File: config.mk
export PLATFORM = sky130hd
export DESIGN_NAME = session_controller
export DESIGN_NICKNAME = d
export VERILOG_FILES = /design/src/rtl/session_pkg.sv /design/src/rtl/btn_edge_detect.sv /design/src/rtl/session_controller.sv
export SDC_FILE = /design/constraint.sdc
export NUM_CORES = 1
export LEC_CHECK = 0
export CORE_UTILIZATION = 50
export CTS_BUF_LIST = sky130_fd_sc_hd__clkbuf_2 sky130_fd_sc_hd__clkbuf_4 sky130_fd_sc_hd__clkbuf_8
export DETAILED_ROUTE_END_ITERATION = 10
export PLACE_DENSITY = 0.81
export SYNTH_ARGS = -nofsm -noshare
export SYNTH_HDL_FRONTEND = slang
export SYNTH_SLANG_ARGS = --single-unit
export TNS_END_PERCENT = 1
File: constraint.sdc
create_clock -name clk -period 2.1 [get_ports clk]
set_input_delay 0.21 -clock clk [delete_from_list [all_inputs] [get_ports clk]]
set_output_delay 0.21 -clock clk [all_outputs]
set_load 0.01 [all_outputs]
File: src/rtl/session_pkg.sv
// Shared types and output codes for the session controller and its helpers.
package session_pkg;

  typedef enum logic [2:0] {
    StIdle,
    StAuth,
    StLockout,
    StMenu,
    StRun
  } state_e;

  localparam logic [2:0] LCD_WELCOME  = 3'd0;
  localparam logic [2:0] LCD_PASSWORD = 3'd1;
  localparam logic [2:0] LCD_INVALID  = 3'd2;
  localparam logic [2:0] LCD_MENU     = 3'd3;
  localparam logic [2:0] LCD_RUNNING  = 3'd4;
  localparam logic [2:0] LCD_LOCKED   = 3'd5;

  localparam logic [1:0] LED_OFF   = 2'd0;
  localparam logic [1:0] LED_RED   = 2'd1;
  localparam logic [1:0] LED_GREEN = 2'd2;
  localparam logic [1:0] LED_AMBER = 2'd3;

  localparam int unsigned ROUTE_SELF  = 0;
  localparam int unsigned ROUTE_AUTH  = 1;
  localparam int unsigned ROUTE_MODE0 = 2;

endpackage

File: src/rtl/btn_edge_detect.sv
// Rising-edge detector for level buttons. Resets to all-ones so a button held
// through reset release does not produce an event.
module btn_edge_detect #(
  parameter int unsigned Width = 3
) (
  input  logic             clk,
  input  logic             rst,
  input  logic [Width-1:0] d_i,
  output logic [Width-1:0] rise_o
);

  logic [Width-1:0] d_q;

  always_ff @(posedge clk) begin
    if (!rst) begin
      d_q <= '1;
    end else begin
      d_q <= d_i;
    end
  end

  assign rise_o = d_i & ~d_q;

endmodule

File: src/rtl/session_controller.sv
// Top-level session FSM: login via access control, mode menu, per-mode handoff,
// failed-password lockout and menu inactivity timeout.
module session_controller
  import session_pkg::*;
#(
  parameter int unsigned NUM_MODES      = 2,
  parameter int unsigned UID_W          = 16,
  parameter int unsigned MAX_ATTEMPTS   = 3,
  parameter int unsigned LOCK_CYCLES    = 1024,
  parameter int unsigned TIMEOUT_CYCLES = 65536,
  localparam int unsigned RouteW = $clog2(NUM_MODES + 2),
  localparam int unsigned ModeW  = (NUM_MODES > 1) ? $clog2(NUM_MODES) : 1
) (
  input  logic              clk,
  input  logic              rst,
  input  logic [2:0]        btn_i,
  input  logic              auth_done_i,
  input  logic              auth_ok_i,
  input  logic [UID_W-1:0]  auth_uid_i,
  input  logic [NUM_MODES-1:0] mode_done_i,
  output logic [RouteW-1:0] btn_route_o,
  output logic              sw_en_o,
  output logic [2:0]        lcd_msg_o,
  output logic [1:0]        led_state_o,
  output logic [UID_W-1:0]  userid_o,
  output logic [ModeW-1:0]  mode_sel_o,
  output logic              mode_start_o,
  output logic              timeout_evt_o
);

  localparam int unsigned AttW     = $clog2(MAX_ATTEMPTS + 1);
  localparam int unsigned TimerMax = (LOCK_CYCLES > TIMEOUT_CYCLES) ? LOCK_CYCLES
                                                                    : TIMEOUT_CYCLES;
  localparam int unsigned TimerW   = ($clog2(TimerMax) < 1) ? 1 : $clog2(TimerMax);

  logic [2:0] rise;

  btn_edge_detect #(
    .Width(3)
  ) u_btn_edge (
    .clk    (clk),
    .rst    (rst),
    .d_i    (btn_i),
    .rise_o (rise)
  );

  state_e             state_q, state_d;
  logic [AttW-1:0]    attempts_q, attempts_d;
  logic [TimerW-1:0]  timer_q, timer_d;
  logic [ModeW-1:0]   mode_sel_q, mode_sel_d;
  logic [UID_W-1:0]   userid_q, userid_d;
  logic               fail_q, fail_d;
  logic               mode_start_q, mode_start_d;
  logic               timeout_evt_q, timeout_evt_d;

  always_ff @(posedge clk) begin
    if (!rst) begin
      state_q       <= StIdle;
      attempts_q    <= '0;
      timer_q       <= '0;
      mode_sel_q    <= '0;
      userid_q      <= '0;
      fail_q        <= 1'b0;
      mode_start_q  <= 1'b0;
      timeout_evt_q <= 1'b0;
    end else begin
      state_q       <= state_d;
      attempts_q    <= attempts_d;
      timer_q       <= timer_d;
      mode_sel_q    <= mode_sel_d;
      userid_q      <= userid_d;
      fail_q        <= fail_d;
      mode_start_q  <= mode_start_d;
      timeout_evt_q <= timeout_evt_d;
    end
  end

  always_comb begin
    state_d       = state_q;
    attempts_d    = attempts_q;
    mode_sel_d    = mode_sel_q;
    userid_d      = userid_q;
    fail_d        = fail_q;
    mode_start_d  = 1'b0;
    timeout_evt_d = 1'b0;

    unique case (state_q)
      StIdle: begin
        if (rise[0]) begin
          state_d = StAuth;
          fail_d  = 1'b0;
        end
      end
      StAuth: begin
        // A completed access check outranks a cancel in the same cycle.
        if (auth_done_i) begin
          if (auth_ok_i) begin
            state_d    = StMenu;
            userid_d   = auth_uid_i;
            attempts_d = '0;
            mode_sel_d = '0;
          end else begin
            attempts_d = attempts_q + AttW'(1);
            fail_d     = 1'b1;
            if (attempts_q == AttW'(MAX_ATTEMPTS - 1)) begin
              state_d = StLockout;
            end
          end
        end else if (rise[0]) begin
          state_d = StIdle;
        end
      end
      StLockout: begin
        if (timer_q == TimerW'(LOCK_CYCLES - 1)) begin
          state_d    = StIdle;
          attempts_d = '0;
        end
      end
      StMenu: begin
        if (rise[0]) begin
          state_d  = StIdle;
          userid_d = '0;
        end else if (rise[2]) begin
          state_d      = StRun;
          mode_start_d = 1'b1;
        end else if (rise[1]) begin
          mode_sel_d = (mode_sel_q == ModeW'(NUM_MODES - 1)) ? '0 : mode_sel_q + ModeW'(1);
        end else if (timer_q == TimerW'(TIMEOUT_CYCLES - 2)) begin
          // Timer reaches TIMEOUT_CYCLES-1 on this edge, which is the logout edge.
          state_d       = StIdle;
          userid_d      = '0;
          timeout_evt_d = 1'b1;
        end
      end
      StRun: begin
        if (mode_done_i[mode_sel_q]) begin
          state_d = StMenu;
        end
      end
      default: state_d = StIdle;
    endcase
  end

  always_comb begin
    timer_d = timer_q;
    if (state_d != state_q || (state_q == StMenu && |rise)) begin
      timer_d = '0;
    end else if (timer_q != '1) begin
      timer_d = timer_q + TimerW'(1);
    end
  end

  always_comb begin
    btn_route_o = RouteW'(ROUTE_SELF);
    sw_en_o     = 1'b0;
    lcd_msg_o   = LCD_WELCOME;
    led_state_o = LED_OFF;
    unique case (state_q)
      StIdle: ;
      StAuth: begin
        btn_route_o = RouteW'(ROUTE_AUTH);
        sw_en_o     = 1'b1;
        lcd_msg_o   = fail_q ? LCD_INVALID : LCD_PASSWORD;
        led_state_o = LED_RED;
      end
      StLockout: begin
        lcd_msg_o   = LCD_LOCKED;
        led_state_o = LED_AMBER;
      end
      StMenu: begin
        lcd_msg_o   = LCD_MENU;
        led_state_o = LED_GREEN;
      end
      StRun: begin
        btn_route_o = RouteW'(ROUTE_MODE0) + RouteW'(mode_sel_q);
        lcd_msg_o   = LCD_RUNNING;
        led_state_o = LED_GREEN;
      end
      default: ;
    endcase
  end

  assign userid_o      = userid_q;
  assign mode_sel_o    = mode_sel_q;
  assign mode_start_o  = mode_start_q;
  assign timeout_evt_o = timeout_evt_q;

endmodule

### After elaboration in Yosys (flattened, before gate mapping)

Index checks and enable logic that the tools add are counted.
Widths: inputs -> output; s select.

| cells by class | value |
|---|---|
| $add $sub $neg | 4 |
| magnitude comparators | 1 |
| equality and inequality tests | 20 |
| multiplexer cells | 43 |
| bitwise gates (word level) | 4 |
| reduce and logical (&&, ||, !) cells | 15 |

Operators by type and width:

| kind | number |
|---|---|
| $mux 16 | 6 |
| $mux 3 | 11 |
| $pmux 16 s2 | 1 |
| $add 16x1->16 const B | 1 |
| $eq 16x10->1 const B | 1 |
| $eq 16x16->1 const B | 1 |
| $ne 16x16->1 const B | 1 |
| $ne 2x2->1 const B | 8 |
| $pmux 3 s5 | 1 |
| $mux 1 | 14 |
| $pmux 3 s4 | 1 |
| $reduce_and 6->1 | 2 |
| $ne 3x3->1 const B | 3 |
| $mux 2 | 4 |
| $pmux 2 s2 | 2 |
| $eq 3x2->1 const B | 2 |
| $pmux 2 s3 | 1 |
| $reduce_bool 2->1 | 3 |
| $reduce_or 3->1 | 2 |
| $reduce_or 5->1 | 1 |
| $pmux 1 s2 | 2 |
| $reduce_and 4->1 | 1 |
| $reduce_or 2->1 | 2 |
| $and 3x3->3 | 1 |
| other kinds (14) | 15 |

| storage, ports and cells | value |
|---|---|
| bits in registers | 44 |
| bits of input ports | 25 |
| word-level logic and storage cells | 96 |

### Longest topological paths before layout

| depth | value |
|---|---|
| word-level depth | 9 |
| gate-level depth with buffers | 8 |

### Modules after synthesis

Synthesis repeated with hierarchy kept, for this count alone.

| second synthesis, totals | value |
|---|---|
| cell total of the unflattened synthesis | 270 |
| area, all modules | 2,270.9 um2 |

By module, submodules not included:

| module | times used | cells an instance | area each (um2) | sequential area each (um2) |
|---|---|---|---|---|
| session_controller | 1 | 261 | 2,150.8 | 820.8 |
| btn_edge_detect | 1 | 9 | 120.1 | 60.1 |

### Worst setup path after synthesis

Ideal clock, no wire load.

| timing | value |
|---|---|
| kind | reg-to-reg |
| from | register timer_q[11] |
| to | register timer_q[12] |
| library setup time | 0.117 ns |
| arrival time | 1.797 ns |
| path slack | 0.186 ns |
| stages on the path, launching flop included | 7 |
| clock period less this slack | 1.914 ns |
| path through | dfxtp_1 or4_1 o41ai_2 a22oi_2 o211ai_4 buf_8 nor2_2 |

| between the ends | value |
|---|---|
| word-level cells in the longest chain between the ends | 9 |
| elaborated cells between the ends (all ways) | 13 |
| those cells by class | 1 x add/sub; 4 x eq/ne; 6 x mux; 2 x reduce/logical |

Ends and longest elaborated chain:

| what | line | text |
|---|---|---|
| start, declared | session_controller.sv:49 | `logic [TimerW-1:0] timer_q, timer_d;` |
| start signal, assigned | session_controller.sv:69 | `timer_q <= timer_d;` |
| $eq 16x16->1 | session_controller.sv:128 | `end else if (timer_q == TimerW'(TIMEOUT_CYCLES - 2)) begin` |
| $mux 3 | session_controller.sv:128 |  |
| $mux 3 | session_controller.sv:126 | `end else if (rise[1]) begin` |
| $mux 3 | session_controller.sv:123 | `end else if (rise[2]) begin` |
| $mux 3 | session_controller.sv:120 | `if (rise[0]) begin` |
| $pmux 3 s5 | session_controller.sv:87 | `unique case (state_q)` |
| $ne 3x3->1 | session_controller.sv:146 | `if (state_d != state_q \|\| (state_q == StMenu && \|rise)) begin` |
| $logic_or 1x1->1 | session_controller.sv:146 |  |
| $reduce_or 2->1 (no source line) | -- |  |

Several ways; a longest one is shown, not always the timed one.
A chain may end at the register's enable or synchronous reset.

### Worst setup path after layout

| timing | value |
|---|---|
| from | register state_q[1] |
| to | output btn_route_o[0] |

| between the ends | value |
|---|---|
| word-level cells in the longest chain between the ends | 2 |
| elaborated cells between the ends (all ways) | 3 |
| those cells by class | 2 x eq/ne; 1 x mux |

Ends and longest elaborated chain:

| what | line | text |
|---|---|---|
| start, declared | session_controller.sv:47 | `state_e state_q, state_d;` |
| start signal, assigned | session_controller.sv:58 | `state_q <= StIdle;` |
| start signal, assigned | session_controller.sv:67 | `state_q <= state_d;` |
| $eq 3x3->1 or $eq 3x1->1 (tied branches) | session_controller.sv:158 | `unique case (state_q)` |
| $pmux 2 s2 (*) | session_controller.sv:158 |  |
| end, declared | session_controller.sv:21 | `output logic [RouteW-1:0] btn_route_o,` |

Every way passes the cells marked *; elsewhere a longest branch is shown, timed or not.

==> results.ini <==
[synthesis]
asyncSetResetFlopFracSynth = 0
count_of_flip_flops_with_a_built_in_enable_after_synthesis = 0
seq_area_frac_synth = 0.429
synthesis.area_mm2 = 0.00205
synth.mux.area_fraction = 0.00976
synth-seq-cells = 44
post_synth_num_cell_types = 51
yosysWarnings = 0
post_synth_xor_area_fraction = 0.0384
combinational_family_with_the_most_area_after_synthesis = simple AND/OR/NAND/NOR gates
synth.net_count = 245
ys_dominant_reg_cell = sky130_fd_sc_hd__dfxtp_1
syn-mean-instance-area_um2 = 9.46
synth-compound-area-share = 0.196
synthSimpleGateAreaFrac = 0.277
synth_cells = 217
post_synthesis_adder_cell_area_fraction = 0.0183

[power]
switching_share = 0.235
total_power_density_per_cell_area_mw_per_mm2 = 563
p_leak_nw = 1.09
internal-power_mw = 1.24
power_switching_mw = 0.379
pwr-share-comb = 0.115
p_seq_frac = 0.536
report.power.total_mw = 1.62
vdd.ir_drop.worst_uv = 529
clkPwrFrac = 0.348

[routing]
first_pass_iters = 4
via_count = 1879
wire_per_inst_um = 14.4
drt_iter0_markers = 123
drt_drc_violations_left = 0
detail_route.vias_per_cell = 5.56
routed_wl_um = 4870
final_antenna_net_count = 0

[final_layout]
post_route_cells_drive_above_1_share = 0.200
n_antenna_cell = 0
layout_commonest_cell = sky130_fd_sc_hd__clkdlybuf4s50_1
finish.cell_count_without_fillers = 338
layout.cells.most_common_list = sky130_fd_sc_hd__clkdlybuf4s50_1, sky130_fd_sc_hd__dfxtp_1, sky130_fd_sc_hd__nor2_1, sky130_fd_sc_hd__buf_4, sky130_fd_sc_hd__a22o_1
final_area_mm2 = 0.00287
area_growth_syn_to_layout_pct = 39.9
fin_nets = 317
finish.utilization = 0.756
nFillCells = 302

[sta]
slew_violations = 0
unrepaired_setup_endpoints_after_global_routing = yes
final-hold-violation-count = 0
finalWorstPathRequiredPeriod_ns = 2.03
post-route-period-util = 0.965
max_slew_margin = 0.745
slew_at_the_pin_with_the_worst_max_slew_slack_ns = 0.372
finClkSkew_ns = 0.00621
maxClockFrequency_mhz = 494
worst_slack_ns = 0.0738
total_setup_violations_reported_at_the_end_of_the_flow = 0

[clock_tree]
ctsHtreeMaxLevel = 2
clock_sinks = 44
worstSkewPairLatency_ns = 0.29
clk_path_buf_depth = 2
cts.root.buffer_cell = sky130_fd_sc_hd__clkbuf_8
cts_hold_buffers_added = 0
tritoncts = yes
clock_pin_slew_of_the_registers_on_the_worst_case_setup_and_hold_paths_ns = 0.08
cts_inserted_buffers = 5

[grt]
grt_max_degree = 17
global_route_wire_length_before_repair_um = 7970
grt-ovfl-total = 0
antenna_violations_before_repair = 0
gr-usage-all-layers = 0.239
grt_pass1_vias = 1766

[setup_path]
rr_worst_depth = 6
timing_worst_setup_path_type = reg -> out
crit_path_start_kind = flip-flop
critPathCapture = btn_route_o[0]
cp-end-kind = output pin
setup.reg_to_reg.worst_slack_ns = 0.10
cp_data_arrival_time_ns = 1.82
path_max_fanout = 6
r2r-end = timer_q[3]
worstSetupStartpoint = state_q[1]
worstPathRequired_ns = 1.89
worst_reg2reg_startpoint = timer_q[11]

[placed_design]
io_buffers = 51
gp_congestion = 0.854
detailed_place_hpwl_um = 3590
dp_slack_ns = 0.114
numPlacedInstances = 330
placement.cell_area_mm2 = 0.00275

[flow_run]
max_cap_check_violation_count = 0

[hold_path]
worstHoldPathType = reg -> reg

[floorplanning]
floorplan.die.height_um = 66.1
coreArea_mm2 = 0.00380
design.die.area_mm2 = 0.00436
core.rowCount = 22
io_pins = 52
fp.dieW_um = 66.1
start_util = 0.540

[status]
status = finished, final reports clean

[cells by family after synthesis]
family / after synthesis
fa+ha+maj: 3
flops: 44
mux: 2
simple gates: 96
compound gates: 50
buf+inv: 13
xor+xnor: 9
[power groups by stage]
| stage | Clock, mW | Sequential, mW | Combinational (mW) |
|---|---|---|---|
| floorplan | 0 | 0.882 | 0.0847 |
| global placement | 0 | 0.884 | 0.181 |
| detailed placement | 0 | 0.886 | 0.185 |
| CTS | 0.575 | 0.866 | 0.186 |
| global route | 0.613 | 0.869 | 0.202 |
| finish | 0.563 | 0.867 | 0.186 |
[layer usage]
layer	part of all wire	global-route usage	vias to the layer above	wire [µm]
met4	0.0021	0.0452	0	10
met5	0	0	-	0
met1	0.46	0.299	881	2230
met3	0.047	0.0621	2	230
li1	-	-	949	-
met2	0.49	0.413	47	2390
[per-stage QoR]
step / TNS (ns) / hold slack, ns
after detailed placement: 0 / 0.460
after floorplan: 0 / 0.283
after global routing: -0.00253 / 0.511
after global placement: 0 / 0.455
after CTS: 0 / 0.484
final: 0 / 0.481
[Yosys cell counts, types with 2 or more instances]
cell type	n	area, µm²
sky130_fd_sc_hd__mux2i_1	2	20.0
sky130_fd_sc_hd__a31oi_1	4	25.0
sky130_fd_sc_hd__or2_2	3	18.8
sky130_fd_sc_hd__xor2_1	6	52.6
sky130_fd_sc_hd__or4_1	2	15.0
sky130_fd_sc_hd__nor2b_1	2	12.5
sky130_fd_sc_hd__and4_1	4	35.0
sky130_fd_sc_hd__a22o_1	16	140
sky130_fd_sc_hd__nor3_1	3	15.0
sky130_fd_sc_hd__xnor2_1	3	26.3
sky130_fd_sc_hd__nor3b_1	2	15.0
sky130_fd_sc_hd__nand2_1	10	37.5
sky130_fd_sc_hd__nor2_2	10	62.6
sky130_fd_sc_hd__o21ai_0	8	40.0
sky130_fd_sc_hd__a211oi_1	2	15.0
sky130_fd_sc_hd__inv_1	7	26.3
sky130_fd_sc_hd__nor4_1	3	18.8
sky130_fd_sc_hd__a21o_1	2	15.0
sky130_fd_sc_hd__clkbuf_1	2	7.51
sky130_fd_sc_hd__nand3b_1	2	15.0
sky130_fd_sc_hd__nor2_1	19	71.3
sky130_fd_sc_hd__dfxtp_1	44	881
sky130_fd_sc_hd__a21oi_1	4	20.0
sky130_fd_sc_hd__nand3_1	11	55.1
sky130_fd_sc_hd__buf_2	3	15.0
sky130_fd_sc_hd__nand2b_1	7	43.8
sky130_fd_sc_hd__and3_1	5	31.3
sky130_fd_sc_hd__ha_1	3	37.5
sky130_fd_sc_hd__nand4_1	6	37.5
[worst max-delay path: stages, from the launching register on]
cell                              delay, ns
sky130_fd_sc_hd__dfxtp_2               0.36
sky130_fd_sc_hd__or3b_4                0.43
sky130_fd_sc_hd__inv_2                 0.10
sky130_fd_sc_hd__a21o_1                0.11
sky130_fd_sc_hd__clkdlybuf4s50_1       0.52
[registers in the layout (all words and copies together) (netlist names)]
register        cells
timer_q            16
userid_o           16
state_q             3
u_btn_edge.d_q      3
attempts_q          2
fail_q              1
mode_sel_o          1
mode_start_o        1
timeout_evt_o       1
[final cells by class]
cell class | instances | area [µm²] | area share
multi-input cells | 160 | 1120 | 0.392
flip-flops and latches | 44 | 888 | 0.310
repair buffers | 71 | 673 | 0.235
clock buffers | 7 | 90.1 | 0.0314
well taps | 48 | 60.1 | 0.0209
inverters | 7 | 26.3 | 0.00915
clock inverters | 1 | 7.51 | 0.00262
[what timing repair did]
action                                  4_1_cts  5_1_grt
endpoints found under the setup margin        3       15
resized for setup                             2        8
pin swaps                                     0        2
buffers inserted                              0        0
gates cloned                                  0        0
[worst min-delay path by stage]
stage / slack (ns) / from / depth (start not counted) / end
6_report: 0.48 / userid_o[12] / 1 / userid_o[12]
5_1_grt: 0.51 / userid_o[4] / 1 / userid_o[4]
4_1_cts: 0.48 / userid_o[12] / 1 / userid_o[12]
3_5_place_dp: 0.46 / userid_o[1] / 1 / userid_o[1]
3_3_place_gp: 0.45 / userid_o[0] / 1 / userid_o[0]
2_1_floorplan: 0.28 / rst / 1 / u_btn_edge.d_q[0]
Note: power is estimated with default switching activity, not from simulation.
